===== src/rtl/mux_8_1_scan.sv =====
// mux_8_1_scan: captures an 8-bit parallel word on a start request and
// replays it one channel per cycle on a serial output, with the channel
// index alongside. The walk direction is set by LSB_FIRST. i_hold stalls
// the walk. A one-cycle done pulse closes each scan.
// Optional feature: define MUX_8_1_SCAN_PARITY_EN to register the XOR of the
// captured word on o_parity. Without it, o_parity is tied to 0.
module mux_8_1_scan #(
    parameter int LSB_FIRST = 1
) (
    input  logic       i_clk,
    input  logic       i_rst_n,
    input  logic       i_start,
    input  logic       i_hold,
    input  logic [7:0] i_code,
    output logic       o_a,
    output logic [2:0] o_sel_code,
    output logic       o_valid,
    output logic       o_busy,
    output logic       o_done,
    output logic       o_parity
);

    // The first and last channels visited depend on the scan direction.
    localparam logic [2:0] FIRST_CH = (LSB_FIRST != 0) ? 3'd0 : 3'd7;
    localparam logic [2:0] LAST_CH  = (LSB_FIRST != 0) ? 3'd7 : 3'd0;

    typedef enum logic [1:0] {
        ST_IDLE = 2'd0,
        ST_SCAN = 2'd1,
        ST_DONE = 2'd2
    } state_t;

    state_t     r_state;
    state_t     w_next_state;
    logic [7:0] r_snap;
    logic [2:0] r_cnt;
    logic       r_a;
    logic       w_capture;
    logic       w_advance;
    logic       w_step;
    logic [2:0] w_next_cnt;

    // A capture happens only from IDLE; requests elsewhere are ignored.
    assign w_capture = (r_state == ST_IDLE) && i_start;

    // The scan moves forward on every unstalled SCAN cycle.
    assign w_advance = (r_state == ST_SCAN) && !i_hold;

    // The counter steps only while not on the last channel, so it never wraps.
    assign w_step = w_advance && (r_cnt != LAST_CH);

    // The direction of the step follows the configured scan order.
    assign w_next_cnt = (LSB_FIRST != 0) ? (r_cnt + 3'd1) : (r_cnt - 3'd1);

    // State register.
    always_ff @(posedge i_clk or negedge i_rst_n) begin
        if (!i_rst_n) begin
            r_state <= ST_IDLE;
        end else begin
            r_state <= w_next_state;
        end
    end

    // Next-state logic: DONE always lasts one cycle regardless of i_hold.
    always_comb begin
        w_next_state = r_state;
        case (r_state)
            ST_IDLE: begin
                if (i_start) begin
                    w_next_state = ST_SCAN;
                end
            end
            ST_SCAN: begin
                if (w_advance && (r_cnt == LAST_CH)) begin
                    w_next_state = ST_DONE;
                end
            end
            ST_DONE: begin
                w_next_state = ST_IDLE;
            end
            default: begin
                w_next_state = ST_IDLE;
            end
        endcase
    end

    // Status outputs decoded from the registered state. A stalled beat is not valid.
    always_comb begin
        o_valid = 1'b0;
        o_busy  = 1'b0;
        o_done  = 1'b0;
        case (r_state)
            ST_SCAN: begin
                o_busy  = 1'b1;
                o_valid = !i_hold;
            end
            ST_DONE: begin
                o_busy = 1'b1;
                o_done = 1'b1;
            end
            default: begin
                o_busy = 1'b0;
            end
        endcase
    end

    // Snapshot, channel counter and serial bit. Their last values are held outside a scan.
    always_ff @(posedge i_clk or negedge i_rst_n) begin
        if (!i_rst_n) begin
            r_snap <= 8'd0;
            r_cnt  <= 3'd0;
            r_a    <= 1'b0;
        end else if (w_capture) begin
            r_snap <= i_code;
            r_cnt  <= FIRST_CH;
            r_a    <= i_code[FIRST_CH];
        end else if (w_step) begin
            r_cnt  <= w_next_cnt;
            r_a    <= r_snap[w_next_cnt];
        end
    end

    assign o_a        = r_a;
    assign o_sel_code = r_cnt;

`ifdef MUX_8_1_SCAN_PARITY_EN
    logic r_parity;

    // Parity of the captured word, held until the next capture.
    always_ff @(posedge i_clk or negedge i_rst_n) begin
        if (!i_rst_n) begin
            r_parity <= 1'b0;
        end else if (w_capture) begin
            r_parity <= ^i_code;
        end
    end

    assign o_parity = r_parity;
`else
    assign o_parity = 1'b0;
`endif

endmodule


===== config.mk =====
export PLATFORM = sky130hd
export DESIGN_NAME = mux_8_1_scan
export DESIGN_NICKNAME = d
export VERILOG_FILES = /design/src/rtl/mux_8_1_scan.sv
export SDC_FILE = /design/constraint.sdc
export NUM_CORES = 1
export LEC_CHECK = 0
export ABC_AREA = 1
export BUFFER_PORTS_ARGS = -buffer_cell sky130_fd_sc_hd__buf_2
export CORE_MARGIN = 2
export CORE_UTILIZATION = 50
export DETAILED_ROUTE_END_ITERATION = 6
export PLACE_DENSITY = 0.76
export SLEW_MARGIN = 25
export SYNTH_ARGS = -nofsm -noshare
export SYNTH_HDL_FRONTEND = slang
export SYNTH_SLANG_ARGS = --single-unit

===== constraint.sdc =====
create_clock -name i_clk -period 1.8 [get_ports i_clk]
set_clock_uncertainty 0.2 [all_clocks]
set_input_delay 0.36 -clock i_clk [delete_from_list [all_inputs] [get_ports i_clk]]
set_output_delay 0.36 -clock i_clk [all_outputs]
set_load 0.02 [all_outputs]

### Word-level counts from Yosys, hierarchy flattened

Index checks and enable logic that the tools add are counted.

| storage, ports and cells | value |
|---|---|
| output and inout port bits | 8 |
| register bits after elaboration | 14 |
| input bits | 12 |
| word-level logic and storage cells | 33 |

| cells by class | value |
|---|---|
| eq/ne operators | 6 |
| reduce and logical (&&, ||, !) cells | 9 |
| add/subtract/negate cells | 1 |
| $lt $le $gt $ge | 1 |
| mux-type cells | 12 |

Operators with widths:

| cell | number |
|---|---|
| $mux W1 | 6 |
| $mux W3 | 2 |
| $logic_and A1 B1 Y1 | 4 |
| $lt A3 B4 Y1 const B | 1 |
| $mux W2 | 2 |
| $pmux W2 S2 | 1 |
| $add A3 B1 Y3 const B | 1 |
| $bmux W1 S3 | 1 |
| $eq A3 B3 Y1 const B | 1 |
| $ne A3 B3 Y1 const B | 1 |
| $eq A2 B1 Y1 const B | 1 |
| $eq A2 B2 Y1 const B | 1 |
| $logic_not A2 Y1 | 1 |
| $ne A2 B1 Y1 const B | 1 |
| $ne A2 B2 Y1 const B | 1 |
| $reduce_and A2 Y1 | 1 |
| $reduce_bool A2 Y1 | 1 |
| $reduce_or A2 Y1 | 1 |
| $logic_not A1 Y1 | 1 |

### Logic depth before layout (Yosys ltp)

| depth | value |
|---|---|
| depth in word-level cells | 5 |
| depth in mapped cells | 9 |
| mapped depth without buffers | 9 |

### Worst setup path before layout

OpenSTA, ideal clock, no wires.

| timing | value |
|---|---|
| path type | register -> register |
| start point | register r_cnt[0] (netlist: o_sel_code[0]) |
| end point | register r_a (netlist: o_a) |
| data required time | 1.478 ns |
| arrival | 1.328 ns |
| stages on the path, launching flop included | 9 |
| buffers on the path | 0 |
| library setup time | 0.122 ns |
| period minus slack after synthesis | 1.650 ns |
| path slack | 0.150 ns |
| path through | dfrtp_1 ha_1 ha_1 inv_1 nand2_1 nand2_1 inv_2 a21oi_1 a21oi_1 |

| on the way | value |
|---|---|
| cells in the longest elaborated chain, start to end | 5 |
| elaborated cells between the ends (all ways) | 8 |
| classes of those cells | add/sub (1); eq/ne (1); mux (4); reduce/logical (2) |

Ends and longest elaborated chain:

| item | line | text |
|---|---|---|
| from (decl) | 36 | `logic [2:0] r_cnt;` |
| from (signal assigned) | 118 | `r_cnt <= w_next_cnt;` |
| $add A3 B1 Y3 | 53 | `assign w_next_cnt = (LSB_FIRST != 0) ? (r_cnt + 3'd1) : (r_cnt - 3'd1);` |
| $bmux W1 S3 | 119 | `r_a <= r_snap[w_next_cnt];` |
| $mux W1 (implied by the code) | 119 |  |
| $mux W1 | 117 | `end else if (w_step) begin` |
| $mux W1 | 113 | `end else if (w_capture) begin` |
| to (signal assigned) | 116 | `r_a <= i_code[FIRST_CH];` |
| to (signal assigned) | 119 |  |
| to (decl) | 37 | `logic r_a;` |

Several ways; a longest one is shown, not always the timed one. The select of a mux whose other input is x is not followed.
A chain may end at the register's enable or synchronous reset.

### Final worst setup path

| timing | value |
|---|---|
| start point | register r_state[1] |
| end point | output o_valid |

| on the way | value |
|---|---|
| cells in the longest elaborated chain, start to end | 2 |

Ends and longest elaborated chain:

| item | line | text |
|---|---|---|
| from (decl) | 33 | `state_t r_state;` |
| from (signal assigned) | 60 | `r_state <= w_next_state;` |
| $eq A2 B1 Y1 | 92 | `case (r_state)` |
| $mux W1 | 92 |  |
| to (decl) | 17 | `output logic o_valid,` |

No other way between the ends.

==> flow_metrics.tcl <==
set metrics [dict create \
    hold_viol 0 \
    synth_compound_gate_area_share 0.116 \
    cp-end-kind "primary output" \
    finalMaxSlewViolations 0 \
    worstPathRequired_ns 1.24 \
    synthCells 93 \
    cts.clk_slew.worst_paths_ns 0.09 \
    setup_violations 0 \
    syn2layout_area_growth_pct 29.5 \
    drtIter0Drc 26 \
    cp-start-kind "register" \
    core-area_sq_um 1470 \
    dpl.cell_count 126 \
    num_vias 652 \
    path_max_fanout 4 \
    grt_overflow 0 \
    syn_avg_cell_area_sq_um 8.21 \
    path_buf_inv 3 \
    wl_per_cell_um 10.9 \
    grt_pass1_wl_mm 2.41 \
    n_antenna_cell 0 \
    clockRootBuffer "clkbuf_4" \
    status "finished, final reports clean" \
    hp-class "in2reg" \
    finalCriticalPeriod_ns 1.74 \
    final_antenna_net_count 0 \
    drv_cap 0 \
    clock_tree.buffer_depth 2 \
    fin_ws_ns 0.0590 \
    die_y_um 43.1 \
    max_stage_delay_ns 0.40 \
    p_leak_nw 0.527 \
    critical_path.top_delay_family "flip-flops" \
    grt_usage 0.175 \
    initial_core_util 0.519 \
    synthDistinctLibCells 16 \
    yosysWarnings 0 \
    cpMostUsedCell "inv_2" \
    mostFrequentLayoutCells "nand2_1, buf_2, dfrtp_1" \
    grt_max_degree 18 \
    worst-setup-path-type "reg2out" \
    io_pins 20 \
    clock_sinks 14 \
    grt_pass1_vias 590 \
    antenna_found_initial 0 \
    regArea_sq_um 352 \
    cts_tree "done" \
    synthMuxAreaShare 0 \
    holdWs_ns 0.0878 \
    slowest_stage "dfrtp_1" \
    wl_mm 1.47 \
    fin_area_sq_um 988 \
    ir_drop_uv 1080 \
    syn-cell-area_sq_um 763 \
    grt_setup_unrepaired "yes" \
    fin_crit_sh 0.967 \
    cts_max_level 1 \
    placedInstanceArea_sq_um 866 \
    dieArea_sq_um 1860 \
    layout_commonest_cell "nand2_1" \
    dp_hpwl_mm 1.05 \
    post-place-ws_ns 0.205 \
    stdcell_count 135 \
    synth_top_family_by_area "simple AND/OR/NAND/NOR gates" \
    synth-seq-cells 14 \
    nNetsFinal 139 \
    synthAdderAreaFrac 0.115 \
    first_pass_iters 4 \
    num_rows 14 \
    clk_latency_ns 0.28 \
    multiInputGateArea_sq_um 360 \
    path_cells "inv_2 > ha_4 > inv_2 > nor2_4 > buf_6" \
    ys_seq_area_frac 0.459 \
    synth_xor_area_frac 0 \
    syn-num-nets 112 \
    synth-simple-area-share 0.197 \
    dieWidth_um 43.1 \
    place.gp.congestion 0.761 \
    worstPathArrival_ns 1.18 \
    drive_gt1_frac 0.336 \
    fmax_ghz 0.574 \
    fillers 121 \
    port_buffers 18 \
    power_density_nw_per_um2 1910 \
    cts_buffers 3 \
    via_per_inst 4.83 \
    drc 0 \
]
[Yosys cell counts]
| cell | instances | area (sq um) |
|---|---|---|
| dfrtp_1 | 14 | 350 |
| a21oi_1 | 5 | 25.0 |
| nor2_2 | 1 | 6.26 |
| o21ai_0 | 1 | 5.00 |
| ha_1 | 7 | 87.6 |
| o21ai_2 | 1 | 8.76 |
| nand3_1 | 8 | 40.0 |
| inv_1 | 15 | 56.3 |
| nor2_1 | 4 | 15.0 |
| o21ai_1 | 10 | 50.1 |
| buf_4 | 2 | 15.0 |
| nand2_2 | 1 | 6.26 |
| conb_1 | 1 | 3.75 |
| nand2_1 | 19 | 71.3 |
| inv_2 | 3 | 11.3 |
| nand2_4 | 1 | 11.3 |
[state kept, by name (all words and copies together) (netlist names)]
name	count
r_state	2
o_sel_code	3
o_a	1
r_snap	8
[layer usage]
metal	wire [um]	vias to the layer above	global-route usage	share of wire
met5	0	-	0	0
met1	714	298	0.227	0.49
met4	9	0	0.0545	0.0061
met3	72	2	0.0511	0.049
li1	-	339	-	-
met2	676	13	0.282	0.46
[power by group]
group / internal, mW / total, mW / switching, mW
logic: 0.459 / 1.11 / 0.649
clock network: 0.123 / 0.227 / 0.104
registers: 0.473 / 0.554 / 0.0808
total: 1.05 / 1.89 / 0.834
[path summary, 6_finish.rpt]
check / slack (ns) / to / cells past startpoint / from
worst min-delay path: 0.09 / r_snap[1]$_DFFE_PN0P_ / 3 / i_code[1]
worst max register to register: 0.21 / o_a$_DFFE_PN0P_ / 10 / r_state[1]$_DFFE_PN0P_
max in group asynchronous: 0.85 / r_state[0]$_DFFE_PN0P_ / 2 / i_rst_n
worst min register to register: 0.33 / r_snap[1]$_DFFE_PN0P_ / 2 / r_snap[1]$_DFFE_PN0P_
min in group asynchronous: 0.29 / r_snap[0]$_DFFE_PN0P_ / 2 / i_rst_n
worst max-delay path: 0.06 / o_valid / 5 / r_state[1]$_DFFE_PN0P_
[what timing repair did]
action | CTS | global route
endpoints found under the setup margin | 1 | 2
hold endpoints to repair | 14 | 0
setup buffers | 4 | 0
pin swaps | 1 | 2
gates resized for setup | 3 | 10
hold buffers | 1 | 0
[stage by stage]
stage	setup TNS (ns)	power, mW	util
after floorplan	0	1.25	-
after global placement	0	1.45	0.588
after detailed placement	0	1.48	0.588
after CTS	0	1.78	0.645
after global routing	-0.00526	2.06	0.672
final	0	1.89	0.672
[cell type report]
type,count,area share
Clock buffer,4,0.0367
Tap cell,16,0.0203
Sequential cell,14,0.356
Timing Repair Buffer,24,0.152
Inverter,18,0.0709
Multi-Input combinational cell,59,0.365
[worst register-to-register path: cells and delay by family, from the launching register on]
| kind | cells | cell delay (ns) |
|---|---|---|
| AOI/OAI and AO/OA | 2 | 0.18 |
| adders and majority gates | 1 | 0.15 |
| buffers and inverters | 4 | 0.33 |
| DFF | 1 | 0.40 |
| and+or+nand+nor | 3 | 0.23 |
[cells by family (layout without fill, tap and decap cells)]
kind of cell,after synthesis,in the layout
buf+inv,20,46
other cells,1,1
flops,14,14
compound gates,17,17
simple gates,34,34
fa+ha+maj,7,7
(Power assumes the default switching activity.)
